[src/rtl/vga_timing_gen.sv]
// rtl/vga_timing_gen.sv - 640x480@60 raster timing generator; VGA_CLK_DIV_EN adds a /2 pixel-clock divider
module vga_timing_gen #(
    parameter int H_VISIBLE = 640,
    parameter int H_FRONT   = 16,
    parameter int H_SYNC    = 96,
    parameter int H_BACK    = 48,
    parameter int V_VISIBLE = 480,
    parameter int V_FRONT   = 10,
    parameter int V_SYNC    = 2,
    parameter int V_BACK    = 33
) (
    input  logic       clk,
    input  logic       reset,
    output logic       pix_tick,
    output logic [9:0] x,
    output logic [8:0] y,
    output logic       video_on,
    output logic       hsync,
    output logic       vsync,
    output logic       line_end,
    output logic       frame_end
);

    localparam int H_TOTAL = H_VISIBLE + H_FRONT + H_SYNC + H_BACK;
    localparam int V_TOTAL = V_VISIBLE + V_FRONT + V_SYNC + V_BACK;

    localparam logic [9:0] H_LAST   = 10'(H_TOTAL - 1);
    localparam logic [9:0] V_LAST   = 10'(V_TOTAL - 1);
    localparam logic [9:0] H_VIS    = 10'(H_VISIBLE);
    localparam logic [9:0] V_VIS    = 10'(V_VISIBLE);
    localparam logic [9:0] HS_START = 10'(H_VISIBLE + H_FRONT);
    localparam logic [9:0] HS_END   = 10'(H_VISIBLE + H_FRONT + H_SYNC);
    localparam logic [9:0] VS_START = 10'(V_VISIBLE + V_FRONT);
    localparam logic [9:0] VS_END   = 10'(V_VISIBLE + V_FRONT + V_SYNC);

    logic [9:0] hcount;
    logic [9:0] vcount;
    // Registered copy of reset so outputs are forced on clk edges only and the
    // counters hold at (0,0) for the first cycle after release.
    logic       rst_q;
    logic       tick;

`ifdef VGA_CLK_DIV_EN
    logic div;

    always_ff @(posedge clk) begin
        if (reset || rst_q) begin
            div <= 1'b0;
        end else begin
            div <= ~div;
        end
    end

    assign tick = div & ~rst_q;
`else
    assign tick = ~rst_q;
`endif

    always_ff @(posedge clk) begin
        if (reset) begin
            rst_q  <= 1'b1;
            hcount <= 10'd0;
            vcount <= 10'd0;
        end else begin
            rst_q <= 1'b0;
            if (tick) begin
                if (hcount == H_LAST) begin
                    hcount <= 10'd0;
                    if (vcount == V_LAST) begin
                        vcount <= 10'd0;
                    end else begin
                        vcount <= vcount + 10'd1;
                    end
                end else begin
                    hcount <= hcount + 10'd1;
                end
            end
        end
    end

    logic visible;
    logic last_pixel;

    assign visible    = (hcount < H_VIS) && (vcount < V_VIS);
    assign last_pixel = tick && (hcount == H_LAST);

    always_comb begin
        pix_tick  = tick;
        video_on  = 1'b0;
        x         = 10'd0;
        y         = 9'd0;
        hsync     = 1'b1;
        vsync     = 1'b1;
        line_end  = 1'b0;
        frame_end = 1'b0;
        if (!rst_q) begin
            video_on  = visible;
            x         = visible ? hcount : 10'd0;
            y         = visible ? vcount[8:0] : 9'd0;
            hsync     = !((hcount >= HS_START) && (hcount < HS_END));
            vsync     = !((vcount >= VS_START) && (vcount < VS_END));
            line_end  = last_pixel;
            frame_end = last_pixel && (vcount == V_LAST);
        end
    end

endmodule

[config.mk]
export PLATFORM = sky130hd
export DESIGN_NAME = vga_timing_gen
export DESIGN_NICKNAME = d
export VERILOG_FILES = /design/src/rtl/vga_timing_gen.sv
export SDC_FILE = /design/constraint.sdc
export NUM_CORES = 1
export LEC_CHECK = 0
export BUFFER_PORTS_ARGS = -buffer_cell sky130_fd_sc_hd__buf_2
export CORE_MARGIN = 1
export CORE_UTILIZATION = 43
export DETAILED_ROUTE_END_ITERATION = 10
export PLACE_DENSITY = 0.68
export SLEW_MARGIN = 20
export SYNTH_ARGS = -nofsm -noshare
export SYNTH_HDL_FRONTEND = slang
export SYNTH_SLANG_ARGS = --single-unit
[constraint.sdc]
create_clock -name clk -period 1.63 [get_ports clk]
set_input_delay 0.0815 -clock clk [delete_from_list [all_inputs] [get_ports clk]]
set_output_delay 0.0815 -clock clk [all_outputs]
set_load 0.005 [all_outputs]
[Yosys cells after proc, flatten, opt, wreduce, memory -nomap -nowiden]
Index checks and enable logic that the tools add are counted.
Storage, ports and cells
  output and inout port bits: 25
  logic and storage cells: 34
  register bits: 21
  input bits: 2
Cells by class
  bitwise gates (word level): 1
  equal/unequal tests: 2
  reductions and logical operators: 8
  order comparisons: 6
  add/sub/neg operators: 2
  multiplexer cells: 12
Operators by type and width (number)
  10-bit two-way mux: 4
  10-bit by 1-bit adder with 10-bit output, second input constant: 2
  10-bit equality test, second input constant: 2
  10-bit less-than comparator, second input constant: 2
  10-bit by 9-bit less-than comparator with 1-bit output, second input constant: 2
  9-bit two-way mux: 2
  10-bit >= comparator, second input constant: 1
  10-bit by 9-bit >= comparator with 1-bit output, second input constant: 1
  1-bit two-way mux: 6
  1-bit logical AND: 5
  1-bit logical NOT: 2
  2-bit AND reduction: 1
  1-bit NOT: 1

[Depth between registers and ports, before layout]
  depth in word-level cells: 4
  depth in mapped cells: 7
  depth with buffers taken out: 6

[Worst setup path before layout]
Ideal clock, no wire load.
  path type: register to register
  start point: register hcount[0]
  end point: register vcount[9]
  period minus slack after synthesis: 1.597 ns
  library setup time: 0.070 ns
  arrival time: 1.527 ns
  setup slack: 0.033 ns
  buffers on the path: 0
  cell stages (with the launch flop): 6
  path through: dfxtp_1 -> ha_1 -> and2b_1 -> nand4_2 -> or4_1 -> a21oi_1
On the way
  longest elaborated chain between the ends: 2
RTL lines
  start: declaration: RTL line 36  | logic [9:0] hcount;
  start signal: assignment: RTL line 75  | hcount <= hcount + 10'd1;
  10-bit equality test: RTL line 67  | if (hcount == H_LAST) begin
  2-bit AND reduction (no line)
  end signal: assignment: RTL line 72  | vcount <= vcount + 10'd1;
  end: declaration: RTL line 37  | logic [9:0] vcount;
Every way passes these cells.
A chain may end at the register's enable or synchronous reset.

[Worst setup path after layout]
  start point: register vcount[4]
  end point: output vsync
On the way
  longest elaborated chain between the ends: 4
RTL lines
  10-bit by 9-bit >= comparator with 1-bit output or 10-bit by 9-bit less-than comparator with 1-bit output (tied branches): RTL line 101  | vsync = !((vcount >= VS_START) && (vcount < VS_END));
  1-bit logical AND *: RTL line 101
  1-bit logical NOT *: RTL line 101
  1-bit two-way mux *: RTL line 96  | if (!rst_q) begin
  end: declaration: RTL line 19  | output logic vsync,
Every way passes the cells marked *; elsewhere a longest branch is shown, timed or not.

==> results.toml <==
[global_routing]
grt_use_met2_pct = 37.0
gr-usage-met3_pct = 2.81
maximum_number_of_pins_on_one_net_before_global_route_repair = 13
grt.met1_usage_pct = 34.4
grt_most_used_layer = "met2"
grt_antenna_before_repair = 0
grt_overflow_total = 0
first_global_vias = 1207
first_pass_grt_wire_length_um = 5780
globalRouteTotalUtil_pct = 23.9

[cts]
root_buf_cell = "sky130_fd_sc_hd__clkbuf_4"
cts_tree = "yes"
htree_num_levels = 1
clk_latency_ns = 0.33
cts_num_sinks = 21
cts_buffer_depth = 2
path_clk_slew_ns = 0.13
cts_made_buffers = 3

[route]
wirelength_um = 4370
antenna_left = 0
vias = 1435
avgViaCountPerCell = 5.93
drt_pre_antenna_iters = 4
drc = 0
drt_iter0_drc = 69
wire_length_per_cell_after_detailed_routing_um = 18.1

[sta]
grt_setup_unrepaired = "yes"
postLayoutSetupSlackWorst_ns = -0.289
final_setup_tns_ns = -3.79
maxClockFrequency_ghz = 0.521
timing.final.max_slew_violations = 0
maxSlewHeadroom_pct = 75.8
tightest_slew_ns = 0.359
final_hold_violation_count = 0
period_share_pct = 118
final_period_minus_worst_setup_slack_ns = 1.92
worst_clock_skew_ns = 0.00452
setup_viol = 33

[logic_synthesis]
top_cells_by_instance_count_after_synthesis = "sky130_fd_sc_hd__dfxtp_1 (21), sky130_fd_sc_hd__and2_1 (14), sky130_fd_sc_hd__nor2_1 (14)"
postSynthRegisterBits = 21
synth_enable_flop_cells = 0
yosysWarnings = 0
synth_top_family_by_area = "simple AND/OR/NAND/NOR gates"
synth.cell_area_um2 = 1220
synthMuxAreaShare_pct = 0.822
synth.net_count = 154
synth.top_cell.area_share_pct = 34.5
synth_cell_type_count = 34
ys_seq_area_share_pct = 34.5
synth_cells = 148
post_synth_and_or_nand_nor_area_fraction_pct = 39.0
dominantRegCellSynth = "sky130_fd_sc_hd__dfxtp_1"
post_synthesis_share_of_cell_area_spent_on_xor_and_xnor_gates_pct = 7.91
synth_most_common_cell = "sky130_fd_sc_hd__dfxtp_1"
post-synth-top-area-cell = "sky130_fd_sc_hd__dfxtp_1"
synth_adder_area_share_pct = 4.11
asyncSetResetFlopFracSynth_pct = 0
yosys-top-cells-area = "sky130_fd_sc_hd__dfxtp_1 (35%), sky130_fd_sc_hd__and2_1 (7.2%), sky130_fd_sc_hd__nor2_1 (4.3%)"
synth_compound_area_share_pct = 7.91
syn-mean-instance-area_um2 = 8.23

[critical_path]
cp-start-kind = "flop"
crit_chain = "or4b_1 -> or4_4 -> buf_2"
worst-path-max-fanout = 2
r2r-start = "hcount[0]"
worstRegToRegCells = 6
cp_data_required_time_ns = 1.55
worst-r2r-setup-slack_ns = -0.12
critical_path.max_stage_delay_ns = 0.54
worst-endpoint-arrival_ns = 1.84
worst_r2r_endpoint = "vcount[2]"
critPathKind = "reg2out"
slowest_stage = "sky130_fd_sc_hd__or4b_1"
endpoint_kind = "output pin"

[floorplan]
die_area_um2 = 3050
ioPinCount = 27
floorplan.initialDensity_pct = 47.4
standard_cell_core_area_um2 = 2570
row_count = 18
die_boundary_height_um = 55.2
die_w_um = 55.2

[cells_and_area]
antennaDiodeCount = 0
finalNetCount = 219
finalNonFillerCells = 242
post-route-cell-area_um2 = 2020
synthToLayoutAreaGrowth_pct = 66.3
drive_gt1_share_pct = 55.7

[worst_hold_path]
hold_path_depth = 2
min_from = "reset"
min_path_type = "in2reg"
holdPathEnd = "rst_q"

[power_and_ir_drop]
power_density_nw_per_um2 = 443
vdd.ir_drop.worst_mv = 0.479
leakagePower_uw = 0.000843

[place]
io_buffers = 26
dp.cells = 217
dpl_cell_area_um2 = 1500
gp_congestion = 0.858
post-dp-hpwl_um = 2220
pre_cts_ws_ns = 0.0278

[run_status]
status = "finished with violations"
failed_checks = "negative setup slack"

[job]
maxCapViolCount = 0
cell families (layout without fill, tap and decap cells):
| logic type | count (synthesis) | in the layout |
|---|---|---|
| simple gates | 78 | 79 |
| flops | 21 | 21 |
| compound gates | 17 | 17 |
| buf+inv | 16 | 79 |
| xor+xnor | 11 | 11 |
| fa+ha+maj | 4 | 4 |
| mux | 1 | 1 |
layout by cell type, fill, tap and decap left out, types with 3 or more instances in the layout:
cell	n
sky130_fd_sc_hd__dfxtp_4	4
sky130_fd_sc_hd__nand3_1	8
sky130_fd_sc_hd__nand2_1	4
sky130_fd_sc_hd__o21ai_0	5
sky130_fd_sc_hd__nor4_2	3
sky130_fd_sc_hd__nor2_2	4
sky130_fd_sc_hd__dfxtp_1	11
sky130_fd_sc_hd__ha_1	3
sky130_fd_sc_hd__buf_2	13
sky130_fd_sc_hd__and2_1	3
sky130_fd_sc_hd__xnor2_1	6
sky130_fd_sc_hd__buf_6	24
sky130_fd_sc_hd__a21oi_1	4
sky130_fd_sc_hd__or3_1	6
sky130_fd_sc_hd__a21oi_2	4
sky130_fd_sc_hd__dfxtp_2	6
sky130_fd_sc_hd__nor2_1	10
sky130_fd_sc_hd__clkbuf_4	3
sky130_fd_sc_hd__and2_4	11
sky130_fd_sc_hd__nand4_1	5
sky130_fd_sc_hd__inv_1	7
sky130_fd_sc_hd__buf_4	28
sky130_fd_sc_hd__xor2_1	5
metrics by stage:
step | total power (uW) | hold slack, ns | utilization, %
6_report | 896 | 0.493 | 78.8
3_3_place_gp | 599 | 0.252 | 58.4
3_5_place_dp | 601 | 0.255 | 58.4
2_1_floorplan | 570 | 0.109 | -
5_1_grt | 921 | 0.482 | 78.8
4_1_cts | 876 | 0.457 | 68.2
report_power, final:
part / leakage [uW] / internal, uW / switching (uW)
logic: 0.000649 / 47.0 / 52.5
registers: 0.000176 / 513 / 4.59
clock network: 0.0000177 / 92.4 / 186
metal layers:
layer	up-vias	routed length, um
met4	0	133
met2	86	2170
met5	-	0
met1	678	1760
met3	15	310
li1	656	-
critical path, delay by kind of cell, from the launching register on:
kind	cells	cell delay [ns]
flip-flops	1	0.39
AND/OR/NAND/NOR	2	0.98
buffers and inverters	1	0.15
worst max path at each step:
stage	from	end	slack [ns]	cells past startpoint
after floorplan	hcount[0]	vcount[9]	0.03	5
after detailed placement	vcount[0]	vcount[8]	0.03	5
after global placement	hcount[5]	vcount[9]	0.06	4
after global routing	vcount[3]	vsync	-0.31	3
after CTS	vcount[4]	vsync	-0.20	3
final	vcount[4]	vsync	-0.29	3
what timing repair did:
item	in CTS	in global routing
hold buffers	1	0
endpoints found under the setup margin	24	36
gates resized for setup	39	48
gates cloned	2	1
setup buffers	11	7
endpoints found under the hold margin	3	0
pin swaps	11	27
area by class of cell:
type,count,area (um2)
well taps,30,37.5
repair buffers,66,556
inverters,9,36.3
multi-input cells,112,925
clock buffers,3,22.5
fillers,160,543
flip-flops and latches,21,443
clock inverters,1,5.00
state kept, by name, summed over array words and instances (netlist names):
| signal | flops |
|---|---|
| hcount | 10 |
| vcount | 10 |
| rst_q | 1 |
Note: power is estimated with default switching activity, not from simulation.
